`config.mk`:
```
export PLATFORM = sky130hd
export DESIGN_NAME = host_interface
export DESIGN_NICKNAME = d
export VERILOG_FILES = /design/src/rtl/host_interface.sv
export SDC_FILE = /design/constraint.sdc
export NUM_CORES = 1
export LEC_CHECK = 0
export ABC_AREA = 1
export CORE_MARGIN = 2
export CORE_UTILIZATION = 35
export DETAILED_ROUTE_END_ITERATION = 10
export GPL_ROUTABILITY_DRIVEN = 0
export GPL_TIMING_DRIVEN = 0
export PLACE_DENSITY = 0.57
export SYNTH_ARGS = -nofsm -noshare
export SYNTH_HDL_FRONTEND = slang
export SYNTH_SLANG_ARGS = --single-unit
```
`constraint.sdc`:
```
create_clock -name clk -period 16.5 [get_ports clk]
set_input_delay 4.125 -clock clk [delete_from_list [all_inputs] [get_ports clk]]
set_output_delay 4.125 -clock clk [all_outputs]
set_load 0.02 [all_outputs]
```
`src/rtl/host_interface.sv`:
```
// host_interface: loads one accelerator job from an 18-bit host word stream.
// The stream is a 9-word header, then image words, then filter words. Header
// fields are latched onto the core configuration outputs. Payload words are
// written to accelerator memory through the interface write port. The core is
// then released from reset, and its results are buffered in an output FIFO.
//
// Optional feature: define HOST_INTERFACE_CHECKSUM_EN to require a trailer word
// after the filter data. The trailer must equal the 18-bit wrapping sum of
// every header, image and filter word of the job.
//
// Ports:
//   clk, rst                         clock, synchronous active-high reset
//   in_data/in_valid/in_ready        host job word stream
//   out_data/out_valid/out_ready     result words to the host (FIFO head)
//   image_dim .. filter_bias         latched job configuration for the core
//   interface_write_*                memory load port (one cycle after accept)
//   output_read_data/_valid          result stream from the core
//   accel_done                       core finished the job
//   accel_rst                        held reset for the core
//   busy, overflow, checksum_error   status (overflow/checksum_error sticky)
module host_interface #(
    parameter int unsigned OUT_FIFO_DEPTH = 16
) (
    input  logic        clk,
    input  logic        rst,
    input  logic [17:0] in_data,
    input  logic        in_valid,
    output logic        in_ready,
    output logic [17:0] out_data,
    output logic        out_valid,
    input  logic        out_ready,
    output logic [7:0]  image_dim,
    output logic [8:0]  image_depth,
    output logic [15:0] image_memory_offset,
    output logic [15:0] filter_memory_offset,
    output logic [15:0] output_memory_offset,
    output logic [1:0]  filter_halfsize,
    output logic [2:0]  filter_stride,
    output logic [12:0] filter_length,
    output logic [17:0] filter_bias,
    output logic [15:0] interface_write_addr,
    output logic [17:0] interface_write_data,
    output logic        interface_write_en,
    output logic [1:0]  interface_write_sel,
    input  logic [17:0] output_read_data,
    input  logic        output_read_valid,
    input  logic        accel_done,
    output logic        accel_rst,
    output logic        busy,
    output logic        overflow,
    output logic        checksum_error
);

    localparam int unsigned WORD_W    = 18;
    localparam int unsigned CNT_W     = 25;
    localparam int unsigned HDR_WORDS = 9;
    localparam int unsigned PTR_W     = $clog2(OUT_FIFO_DEPTH);
    localparam int unsigned FCNT_W    = PTR_W + 1;

    typedef enum logic [2:0] {
        S_HEADER = 3'd0,
        S_IMAGE  = 3'd1,
        S_FILTER = 3'd2,
        S_RUN    = 3'd3,
        S_DRAIN  = 3'd4
`ifdef HOST_INTERFACE_CHECKSUM_EN
        , S_CHECK = 3'd5
`endif
    } state_t;

    // State entered once the last payload word is accepted
`ifdef HOST_INTERFACE_CHECKSUM_EN
    localparam state_t S_AFTER = S_CHECK;
`else
    localparam state_t S_AFTER = S_RUN;
`endif

    state_t              state_q, state_d;
    logic [3:0]          hdr_cnt_q, hdr_cnt_d;
    logic [CNT_W-1:0]    pay_cnt_q, pay_cnt_d;
    logic [7:0]          image_dim_q, image_dim_d;
    logic [8:0]          image_depth_q, image_depth_d;
    logic [15:0]         image_off_q, image_off_d;
    logic [15:0]         filter_off_q, filter_off_d;
    logic [15:0]         output_off_q, output_off_d;
    logic [1:0]          halfsize_q, halfsize_d;
    logic [2:0]          stride_q, stride_d;
    logic [12:0]         filter_length_q, filter_length_d;
    logic [17:0]         bias_q, bias_d;
    logic [15:0]         wr_addr_q, wr_addr_d;
    logic [WORD_W-1:0]   wr_data_q, wr_data_d;
    logic                wr_en_q, wr_en_d;
    logic [1:0]          wr_sel_q, wr_sel_d;
    logic                accel_rst_q, accel_rst_d;
    logic                busy_q, busy_d;
    logic                in_ready_q, in_ready_d;
    logic                overflow_q, overflow_d;
    logic [PTR_W-1:0]    rd_ptr_q, rd_ptr_d;
    logic [PTR_W-1:0]    wr_ptr_q, wr_ptr_d;
    logic [FCNT_W-1:0]   count_q, count_d;
    logic                out_valid_q, out_valid_d;
    logic [WORD_W-1:0]   fifo_mem [OUT_FIFO_DEPTH];
`ifdef HOST_INTERFACE_CHECKSUM_EN
    logic [WORD_W-1:0]   sum_q, sum_d;
    logic                cks_err_q, cks_err_d;
    logic                trailer_ok;
`endif

    logic             accept;
    logic             hdr_last;
    logic [CNT_W-1:0] n_words;
    logic             img_last;
    logic             flt_last;
    logic             push_req;
    logic             fifo_full;
    logic             pop;
    logic             push;
    logic             drop;

    assign accept    = in_valid & in_ready_q;
    assign hdr_last  = (hdr_cnt_q == 4'(HDR_WORDS - 1));
    // Image word count from the latched header; dims are stable before W8
    assign n_words   = CNT_W'(image_dim_q) * CNT_W'(image_dim_q) * CNT_W'(image_depth_q);
    assign img_last  = ((pay_cnt_q + CNT_W'(1)) == n_words);
    assign flt_last  = ((pay_cnt_q + CNT_W'(1)) == CNT_W'(filter_length_q));
`ifdef HOST_INTERFACE_CHECKSUM_EN
    assign trailer_ok = (in_data == sum_q);
`endif

    // Output FIFO control; a full FIFO still takes a push when popped the same cycle
    assign push_req  = output_read_valid & ((state_q == S_RUN) | (state_q == S_DRAIN));
    assign fifo_full = (count_q == FCNT_W'(OUT_FIFO_DEPTH));
    assign pop       = out_valid_q & out_ready;
    assign push      = push_req & (~fifo_full | pop);
    assign drop      = push_req & fifo_full & ~pop;

    always_comb begin : fifo_next
        rd_ptr_d    = rd_ptr_q;
        wr_ptr_d    = wr_ptr_q;
        count_d     = count_q;
        if (push) wr_ptr_d = wr_ptr_q + PTR_W'(1);
        if (pop)  rd_ptr_d = rd_ptr_q + PTR_W'(1);
        if (push && !pop)      count_d = count_q + FCNT_W'(1);
        else if (!push && pop) count_d = count_q - FCNT_W'(1);
        out_valid_d = (count_d != '0);
    end

    // State register
    always_ff @(posedge clk) begin
        if (rst) state_q <= S_HEADER;
        else     state_q <= state_d;
    end

    // Next-state logic
    always_comb begin : next_state
        state_d = state_q;
        case (state_q)
            S_HEADER: begin
                if (accept && hdr_last) begin
                    if (n_words != '0)              state_d = S_IMAGE;
                    else if (filter_length_q != '0) state_d = S_FILTER;
                    else                            state_d = S_AFTER;
                end
            end
            S_IMAGE: begin
                if (accept && img_last)
                    state_d = (filter_length_q != '0) ? S_FILTER : S_AFTER;
            end
            S_FILTER: begin
                if (accept && flt_last) state_d = S_AFTER;
            end
`ifdef HOST_INTERFACE_CHECKSUM_EN
            S_CHECK: begin
                if (accept) state_d = trailer_ok ? S_RUN : S_HEADER;
            end
`endif
            S_RUN: begin
                if (accel_done) state_d = S_DRAIN;
            end
            S_DRAIN: begin
                if ((count_q == '0) && !push) state_d = S_HEADER;
            end
            default: state_d = S_HEADER;
        endcase
    end

    // Output and datapath next values
    always_comb begin : outputs
        hdr_cnt_d       = hdr_cnt_q;
        pay_cnt_d       = pay_cnt_q;
        image_dim_d     = image_dim_q;
        image_depth_d   = image_depth_q;
        image_off_d     = image_off_q;
        filter_off_d    = filter_off_q;
        output_off_d    = output_off_q;
        halfsize_d      = halfsize_q;
        stride_d        = stride_q;
        filter_length_d = filter_length_q;
        bias_d          = bias_q;
        wr_en_d         = 1'b0;
        wr_addr_d       = wr_addr_q;
        wr_data_d       = wr_data_q;
        wr_sel_d        = wr_sel_q;
        // Follows RUN by one cycle so the last memory write lands first
        accel_rst_d     = (state_q != S_RUN);
        busy_d          = (state_d != S_HEADER);
        in_ready_d      = (state_d == S_HEADER) || (state_d == S_IMAGE) || (state_d == S_FILTER);
        overflow_d      = overflow_q | drop;
`ifdef HOST_INTERFACE_CHECKSUM_EN
        if (state_d == S_CHECK) in_ready_d = 1'b1;
        sum_d     = sum_q;
        cks_err_d = cks_err_q;
`endif
        case (state_q)
            S_HEADER: begin
                if (accept) begin
                    hdr_cnt_d = hdr_last ? 4'd0 : hdr_cnt_q + 4'd1;
`ifdef HOST_INTERFACE_CHECKSUM_EN
                    sum_d = (hdr_cnt_q == 4'd0) ? in_data : sum_q + in_data;
`endif
                    case (hdr_cnt_q)
                        4'd0:    image_dim_d     = in_data[7:0];
                        4'd1:    image_depth_d   = in_data[8:0];
                        4'd2:    image_off_d     = in_data[15:0];
                        4'd3:    filter_off_d    = in_data[15:0];
                        4'd4:    output_off_d    = in_data[15:0];
                        4'd5:    halfsize_d      = in_data[1:0];
                        4'd6:    stride_d        = in_data[2:0];
                        4'd7:    filter_length_d = in_data[12:0];
                        4'd8:    bias_d          = in_data;
                        default: ;
                    endcase
                end
            end
            S_IMAGE, S_FILTER: begin
                if (accept) begin
                    wr_en_d   = 1'b1;
                    wr_data_d = in_data;
                    if (state_q == S_IMAGE) begin
                        wr_addr_d = image_off_q + pay_cnt_q[15:0];
                        wr_sel_d  = 2'd0;
                        pay_cnt_d = img_last ? '0 : pay_cnt_q + CNT_W'(1);
                    end else begin
                        wr_addr_d = filter_off_q + pay_cnt_q[15:0];
                        wr_sel_d  = 2'd1;
                        pay_cnt_d = flt_last ? '0 : pay_cnt_q + CNT_W'(1);
                    end
`ifdef HOST_INTERFACE_CHECKSUM_EN
                    sum_d = sum_q + in_data;
`endif
                end
            end
`ifdef HOST_INTERFACE_CHECKSUM_EN
            S_CHECK: begin
                if (accept && !trailer_ok) cks_err_d = 1'b1;
            end
`endif
            default: ;
        endcase
    end

    always_ff @(posedge clk) begin
        if (rst) begin
            hdr_cnt_q       <= '0;
            pay_cnt_q       <= '0;
            image_dim_q     <= '0;
            image_depth_q   <= '0;
            image_off_q     <= '0;
            filter_off_q    <= '0;
            output_off_q    <= '0;
            halfsize_q      <= '0;
            stride_q        <= '0;
            filter_length_q <= '0;
            bias_q          <= '0;
            wr_en_q         <= 1'b0;
            wr_addr_q       <= '0;
            wr_data_q       <= '0;
            wr_sel_q        <= '0;
            accel_rst_q     <= 1'b1;
            busy_q          <= 1'b0;
            in_ready_q      <= 1'b0;
            overflow_q      <= 1'b0;
            rd_ptr_q        <= '0;
            wr_ptr_q        <= '0;
            count_q         <= '0;
            out_valid_q     <= 1'b0;
`ifdef HOST_INTERFACE_CHECKSUM_EN
            sum_q           <= '0;
            cks_err_q       <= 1'b0;
`endif
        end else begin
            hdr_cnt_q       <= hdr_cnt_d;
            pay_cnt_q       <= pay_cnt_d;
            image_dim_q     <= image_dim_d;
            image_depth_q   <= image_depth_d;
            image_off_q     <= image_off_d;
            filter_off_q    <= filter_off_d;
            output_off_q    <= output_off_d;
            halfsize_q      <= halfsize_d;
            stride_q        <= stride_d;
            filter_length_q <= filter_length_d;
            bias_q          <= bias_d;
            wr_en_q         <= wr_en_d;
            wr_addr_q       <= wr_addr_d;
            wr_data_q       <= wr_data_d;
            wr_sel_q        <= wr_sel_d;
            accel_rst_q     <= accel_rst_d;
            busy_q          <= busy_d;
            in_ready_q      <= in_ready_d;
            overflow_q      <= overflow_d;
            rd_ptr_q        <= rd_ptr_d;
            wr_ptr_q        <= wr_ptr_d;
            count_q         <= count_d;
            out_valid_q     <= out_valid_d;
`ifdef HOST_INTERFACE_CHECKSUM_EN
            sum_q           <= sum_d;
            cks_err_q       <= cks_err_d;
`endif
        end
    end

    // FIFO storage; contents are don't-care once the pointers are reset
    always_ff @(posedge clk) begin
        if (!rst && push) fifo_mem[wr_ptr_q] <= output_read_data;
    end

    assign in_ready             = in_ready_q;
    assign out_data             = fifo_mem[rd_ptr_q];
    assign out_valid            = out_valid_q;
    assign image_dim            = image_dim_q;
    assign image_depth          = image_depth_q;
    assign image_memory_offset  = image_off_q;
    assign filter_memory_offset = filter_off_q;
    assign output_memory_offset = output_off_q;
    assign filter_halfsize      = halfsize_q;
    assign filter_stride        = stride_q;
    assign filter_length        = filter_length_q;
    assign filter_bias          = bias_q;
    assign interface_write_addr = wr_addr_q;
    assign interface_write_data = wr_data_q;
    assign interface_write_en   = wr_en_q;
    assign interface_write_sel  = wr_sel_q;
    assign accel_rst            = accel_rst_q;
    assign busy                 = busy_q;
    assign overflow             = overflow_q;
`ifdef HOST_INTERFACE_CHECKSUM_EN
    assign checksum_error       = cks_err_q;
`else
    assign checksum_error       = 1'b0;
`endif

endmodule
```
* Word level (Yosys, flattened, before mapping)
Memories as Yosys holds them, arrays and structs flattened. A register that Yosys moved wholly into a read port is not among the register bits.
Index checks and enable logic that the tools add are counted.
** Operators by class
- Add/sub/neg operators :: 8
- $mul :: 2
- Div/mod/pow operators :: 0
- $lt $le $gt $ge :: 0
- Eq/ne operators :: 18
- Shifts and indexed selects :: 0
- Multiplexer cells :: 21
- Bitwise operators :: 12
- Reduce and logical (&&, ||, !) cells :: 33
** Operators by type and width (number)
- 2-to-1 mux 25 bit :: 3
- adder 16 bit :: 2
- AND reduction 3 bit :: 9
- adder 25 x 1 -> 25 bit, second input constant :: 1
- equality test 25 x 13 -> 1 bit :: 1
- equality test 25 bit :: 1
- multiplier 16 x 9 -> 25 bit :: 1
- nonzero test 25 bit :: 1
- equality test 4 x 3 -> 1 bit, second input constant :: 4
- multiplier 8 x 8 -> 16 bit :: 1
- 2-to-1 mux 16 bit :: 1
- 2-to-1 mux 3 bit :: 5
- one-hot mux 3 bit (5 select lines) :: 1
- nonzero test 13 bit :: 1
- adder 4 x 1 -> 4 bit, second input constant :: 3
- 2-to-1 mux 4 bit :: 3
- 2-to-1 mux 5 bit :: 2
- equality test 3 x 2 -> 1 bit, second input constant :: 3
- equality test 4 x 2 -> 1 bit, second input constant :: 2
- logical AND 1 bit :: 7
- AND 1 bit :: 6
- equality test 3 x 1 -> 1 bit, second input constant :: 2
- logical NOT 3 bit :: 2
- adder 5 x 1 -> 5 bit, second input constant :: 1
- 18 further kinds :: 31
** Word-level totals
- Bits in registers :: 188
- Bits in latches :: 0
- RAM bits :: 288
- ROM bits :: 0
- Output and inout port bits :: 162
- Memories :: 1
** Memories
- fifo_mem :: words 16, bits a word 18, rd ports 1, clocked after Yosys merged registers in 1, wr ports 1, RTL line 102 : logic [WORD_W-1:0] fifo_mem [OUT_FIFO_DEPTH];

* Depth between registers and ports, before layout
- Word-level depth :: 11
- Gate-level depth with buffers :: 51
- Mapped depth without buffers :: 49

* Least setup slack after synthesis
OpenSTA, ideal clock, no wires.
- Kind :: register -> register
- Start point :: reg image_dim_q[2], in the netlist image_dim[2]
- End point :: reg pay_cnt_q[15]
- Library setup time :: 0.132 ns
- Data arrival time :: 8.491 ns
- Data required time :: 16.368 ns
- Slack :: 7.877 ns
- Stages on the path, launching flop included :: 44
- Buffers on the path :: 2
- Clock period less this slack :: 8.623 ns
- Cells stage by stage :: dfxtp_1 -> clkbuf_1 -> nand2_1 -> fa_1 -> fa_1 -> fa_1 -> fa_1 -> inv_1 -> ha_1 -> a21oi_1 -> o21ai_0 -> a21oi_1 -> inv_1 -> a21oi_1 -> o21bai_1 -> a21oi_1 -> nor2_1 -> nor2_1 -> [... 8 more ...] -> ha_1 -> nand2_1 -> inv_1 -> a21oi_1 -> nor2_1 -> nor2_1 -> nand2_1 -> nand2_1 -> nand2_1 -> nand2_1 -> nand2_1 -> nor2_1 -> nand3_1 -> nor2_2 -> nand2_4 -> buf_6 -> nand3_1 -> a21oi_1
** On the way
- Cells in the longest elaborated chain, start to end :: 5
** RTL lines
- start, declared :: RTL line 81 : logic [7:0] image_dim_q, image_dim_d;
- start signal, assigned :: RTL line 294 : image_dim_q <= image_dim_d;
- multiplier 8 x 8 -> 16 bit :: RTL line 123 : assign n_words = CNT_W'(image_dim_q) * CNT_W'(image_dim_q) * CNT_W'(image_depth_q);
- multiplier 16 x 9 -> 25 bit :: RTL line 123
- equality test 25 bit :: RTL line 124 : assign img_last = ((pay_cnt_q + CNT_W'(1)) == n_words);
- 2-to-1 mux 25 bit :: RTL line 242 : pay_cnt_d = img_last ? '0 : pay_cnt_q + CNT_W'(1);
- 2-to-1 mux 25 bit :: RTL line 239 : if (state_q == S_IMAGE) begin
- end signal, assigned :: RTL line 293 : pay_cnt_q <= pay_cnt_d;
- end, declared :: RTL line 80 : logic [CNT_W-1:0] pay_cnt_q, pay_cnt_d;
No other way between the ends.
A chain may end at the register's enable or synchronous reset.

* Worst setup path in the final report
- Start point :: reg image_dim_q[5], in the netlist image_dim[5]
- End point :: reg pay_cnt_q[12]
Same word-level chain as after synthesis.

==> results.yml <==
status:
  status: "finished, final reports clean"
synthesis:
  synthMuxAreaShare_pct: 2.75
  synth_edf_count: 288
  yosysWarnings: 0
  synth_compound_area_share_pct: 12.4
  syn_inst: 3003
  synth_seq_cells: 479
  synth_area_um2: 27000
  synth_fa_ha_area_share_pct: 13.2
  synth-simple-area-share_pct: 15.7
  synth_flop_cell: "edfxtp_1"
  async_reset_ff_share_pct: 0
  synth_top_family_by_area: "simple AND/OR/NAND/NOR gates"
  syn_area_per_cell_um2: 8.98
  synthXorXnorAreaFrac_pct: 1.55
  yosysSeqAreaShare_pct: 46.2
  synth.distinct_cells: 50
setup_path:
  cp-endpoint: "pay_cnt_q[12]"
  regToRegEndpoint: "pay_cnt_q[12]"
  r2r_start: "image_dim[5]"
  rrSetupSlack_ns: 6.60
  crit_required_ns: 16.95
  critPathSlowestCell: "xor2_1"
  worst_r2r_path_depth: 42
  cp-startpoint: "image_dim[5]"
  path_class: "flop to flop"
  crit_path_max_incr_delay_ns: 0.68
  crit_top_cell: "fa_1"
  cp_max_fo: 10
  end_kind: "flop"
  start_kind: "flop"
  crit_arrival_ns: 10.35
sta:
  fin_skew_ns: 0.0156
  slew_viol_final: 0
  whs_ns: 0.473
  timing.fmax_mhz: 101
  fin_crit_sh_pct: 60.0
  hold_viol: 0
  relSlewSlack_pct: 24.3
  setup_ws_ns: 6.60
  finalCriticalPeriod_ns: 9.90
  setup_viol: 0
  worst_pin_slew_ns: 1.14
  setup_tns_ns: 0
  rsz0062_at_grt: "false"
power:
  leakage_nw: 12.8
  power.total_mw: 2.86
  clkPwrFrac_pct: 39.0
  ir_drop_uv: 67.4
  p_seq_share_pct: 44.9
  power_switching_uw: 799
  p_int_mw: 2.06
  p_per_area_nw_per_um2: 89.0
  p_sw_share_pct: 27.9
  pwr-share-comb_pct: 16.0
cells_and_area:
  final_common_cell: "nand2_1"
  n_antenna_cell: 0
  final_cell_count_no_fill: 4338
  fin_nets: 3528
  syn_to_final_growth_pct: 19.2
  drive_gt1_share_pct: 4.93
  most-common-layout-cells: "509 x nand2_1, 436 x inv_1, 288 x edfxtp_1"
grt:
  grt.total_usage_pct: 21.2
  grt-ovfl-total: 0
  grt_pass1_wl_um: 128000
  grt_max_degree: 19
  antenna_found_initial: 2
  grt_pass1_vias: 21226
floorplan:
  pin_count: 204
  start_util_pct: 35.5
  die-area_um2: 79300
  die_w_um: 282
  core_area_um2: 76100
  std_cell_rows: 101
  fp.dieH_um: 282
flow_run:
  max-cap-violations: 0
routing:
  drt-total-wl_um: 84600
  postRouteAntennaNets: 0
  routed_via_density: 5.00
  drt-initial-drc-count: 1664
  drc: 0
  vias: 21687
  wire_per_inst_um: 19.5
  dr.pass1.iters: 5
place:
  place_inst: 4249
  io_buffers: 201
  dp_hpwl_um: 62600
  dp_slack_ns: 6.56
cts:
  post_cts_buffers: 0
  cts_hold_buffers: 0
  h-tree-depth: 2
  clk_latency_ns: 0.60
  clk_pin_slew_ns: 0.06
  cts_root_buf: "clkbuf_16"
  cts_resized: 0
  cts_tree: "done"
  clockBufferDepth: 3
  cts_buffers: 49
  cts.sink_count: 479
worst_hold_path:
  hold_class: "flop to flop"
cell type report:
type | count | area, um2
repair buffers | 215 | 2250
well taps | 1030 | 1290
clock inverters | 21 | 213
flip-flops and latches | 479 | 12500
inverters | 456 | 1710
clock buffers | 68 | 1380
multi-input cells | 1947 | 12300
fillers | 7660 | 43900
plain buffers | 122 | 497
flip-flops by register name, summed over array words and instances, names as in the netlist, 8 cells and up, named ones only:
| signal | flops |
|---|---|
| fifo_mem | 288 |
| filter_bias | 18 |
| filter_length | 13 |
| filter_memory_offset | 16 |
| image_depth | 9 |
| image_dim | 8 |
| image_memory_offset | 16 |
| interface_write_addr | 16 |
| interface_write_data | 18 |
| output_memory_offset | 16 |
| pay_cnt_q | 25 |
kinds of logic after synthesis:
| family | Yosys count |
|---|---|
| and+or+nand+nor | 1008 |
| xor gates and xnor gates | 47 |
| DFF | 479 |
| AOI/OAI and AO/OA | 600 |
| adders and majority gates | 216 |
| muxes | 74 |
| buffers and inverters | 578 |
| other | 1 |
cells in the mapped netlist (3+ instances only):
| cell | instances | area share (%) |
|---|---|---|
| nand2_1 | 509 | 7.1 |
| inv_1 | 436 | 6.1 |
| edfxtp_1 | 288 | 32 |
| nor2_1 | 273 | 3.8 |
| a21oi_1 | 249 | 4.6 |
| o21ai_0 | 212 | 3.9 |
| dfxtp_1 | 191 | 14 |
| nand3_1 | 136 | 2.5 |
| fa_1 | 114 | 8.5 |
| ha_1 | 102 | 4.7 |
| clkbuf_1 | 98 | 1.4 |
| o211ai_1 | 75 | 2.1 |
| mux2i_1 | 73 | 2.7 |
| a211oi_1 | 33 | 0.92 |
| xor2_1 | 27 | 0.88 |
| nor3_1 | 24 | 0.45 |
| xnor2_1 | 19 | 0.62 |
| nand4_1 | 17 | 0.39 |
| o21bai_1 | 15 | 0.42 |
| buf_1 | 12 | 0.17 |
| inv_2 | 10 | 0.14 |
| clkinv_1 | 9 | 0.13 |
| or2_2 | 9 | 0.21 |
| buf_2 | 7 | 0.13 |
| nand3_2 | 7 | 0.26 |
| nand2_2 | 6 | 0.14 |
| a31oi_1 | 5 | 0.12 |
| nand3b_1 | 5 | 0.14 |
| nor2_2 | 5 | 0.12 |
| nor4_1 | 5 | 0.12 |
| nor2_4 | 4 | 0.17 |
| a21o_1 | 3 | 0.083 |
| buf_6 | 3 | 0.13 |
| o21ai_1 | 3 | 0.056 |
per-layer routing:
metal | wire (um) | up-vias | GRT usage, %
li1 | - | 10509 | -
met3 | 6260 | 103 | 4.40
met4 | 1360 | 4 | 4.45
met1 | 36800 | 10366 | 28.0
met5 | 26 | - | 0
met2 | 40100 | 705 | 35.9
how the worst min path moves through the flow:
stage / startpoint / to / slack (ns) / depth (start not counted)
2_1_floorplan: rd_ptr_q[2] / flop / 0.46 / 2
3_3_place_gp: filter_bias[17] / filter_bias[17] / 0.46 / 2
3_5_place_dp: interface_write_sel[0] / interface_write_sel[0] / 0.46 / 2
4_1_cts: interface_write_sel[0] / interface_write_sel[0] / 0.48 / 2
5_1_grt: rd_ptr_q[2] / flop / 0.51 / 2
6_report: overflow / overflow / 0.47 / 2
critical path, delay by kind of cell, from the launching register on:
| family | cells | cell delay (ns) |
|---|---|---|
| compound gates | 7 | 0.91 |
| xor+xnor | 1 | 0.68 |
| fa+ha+maj | 10 | 4.79 |
| buf+inv | 6 | 0.78 |
| flops | 1 | 0.36 |
| simple gates | 18 | 2.20 |
stage by stage:
stage | cell area, um2 | utilization, %
after floorplan | 27000 | -
after global placement | 30300 | 39.8
after detailed placement | 30600 | 40.2
after CTS | 32200 | 42.3
after global routing | 32200 | 42.3
final | 32200 | 42.3
power by group through the flow:
stage	clock (mW)	combinational (mW)	sequential, mW
2_1_floorplan	0	0.267	1.32
3_3_place_gp	0	0.457	1.31
4_1_cts	1.13	0.461	1.29
6_report	1.12	0.459	1.29
3_5_place_dp	0	0.459	1.31
5_1_grt	1.18	0.502	1.29
Note: power is estimated with default switching activity, not from simulation.
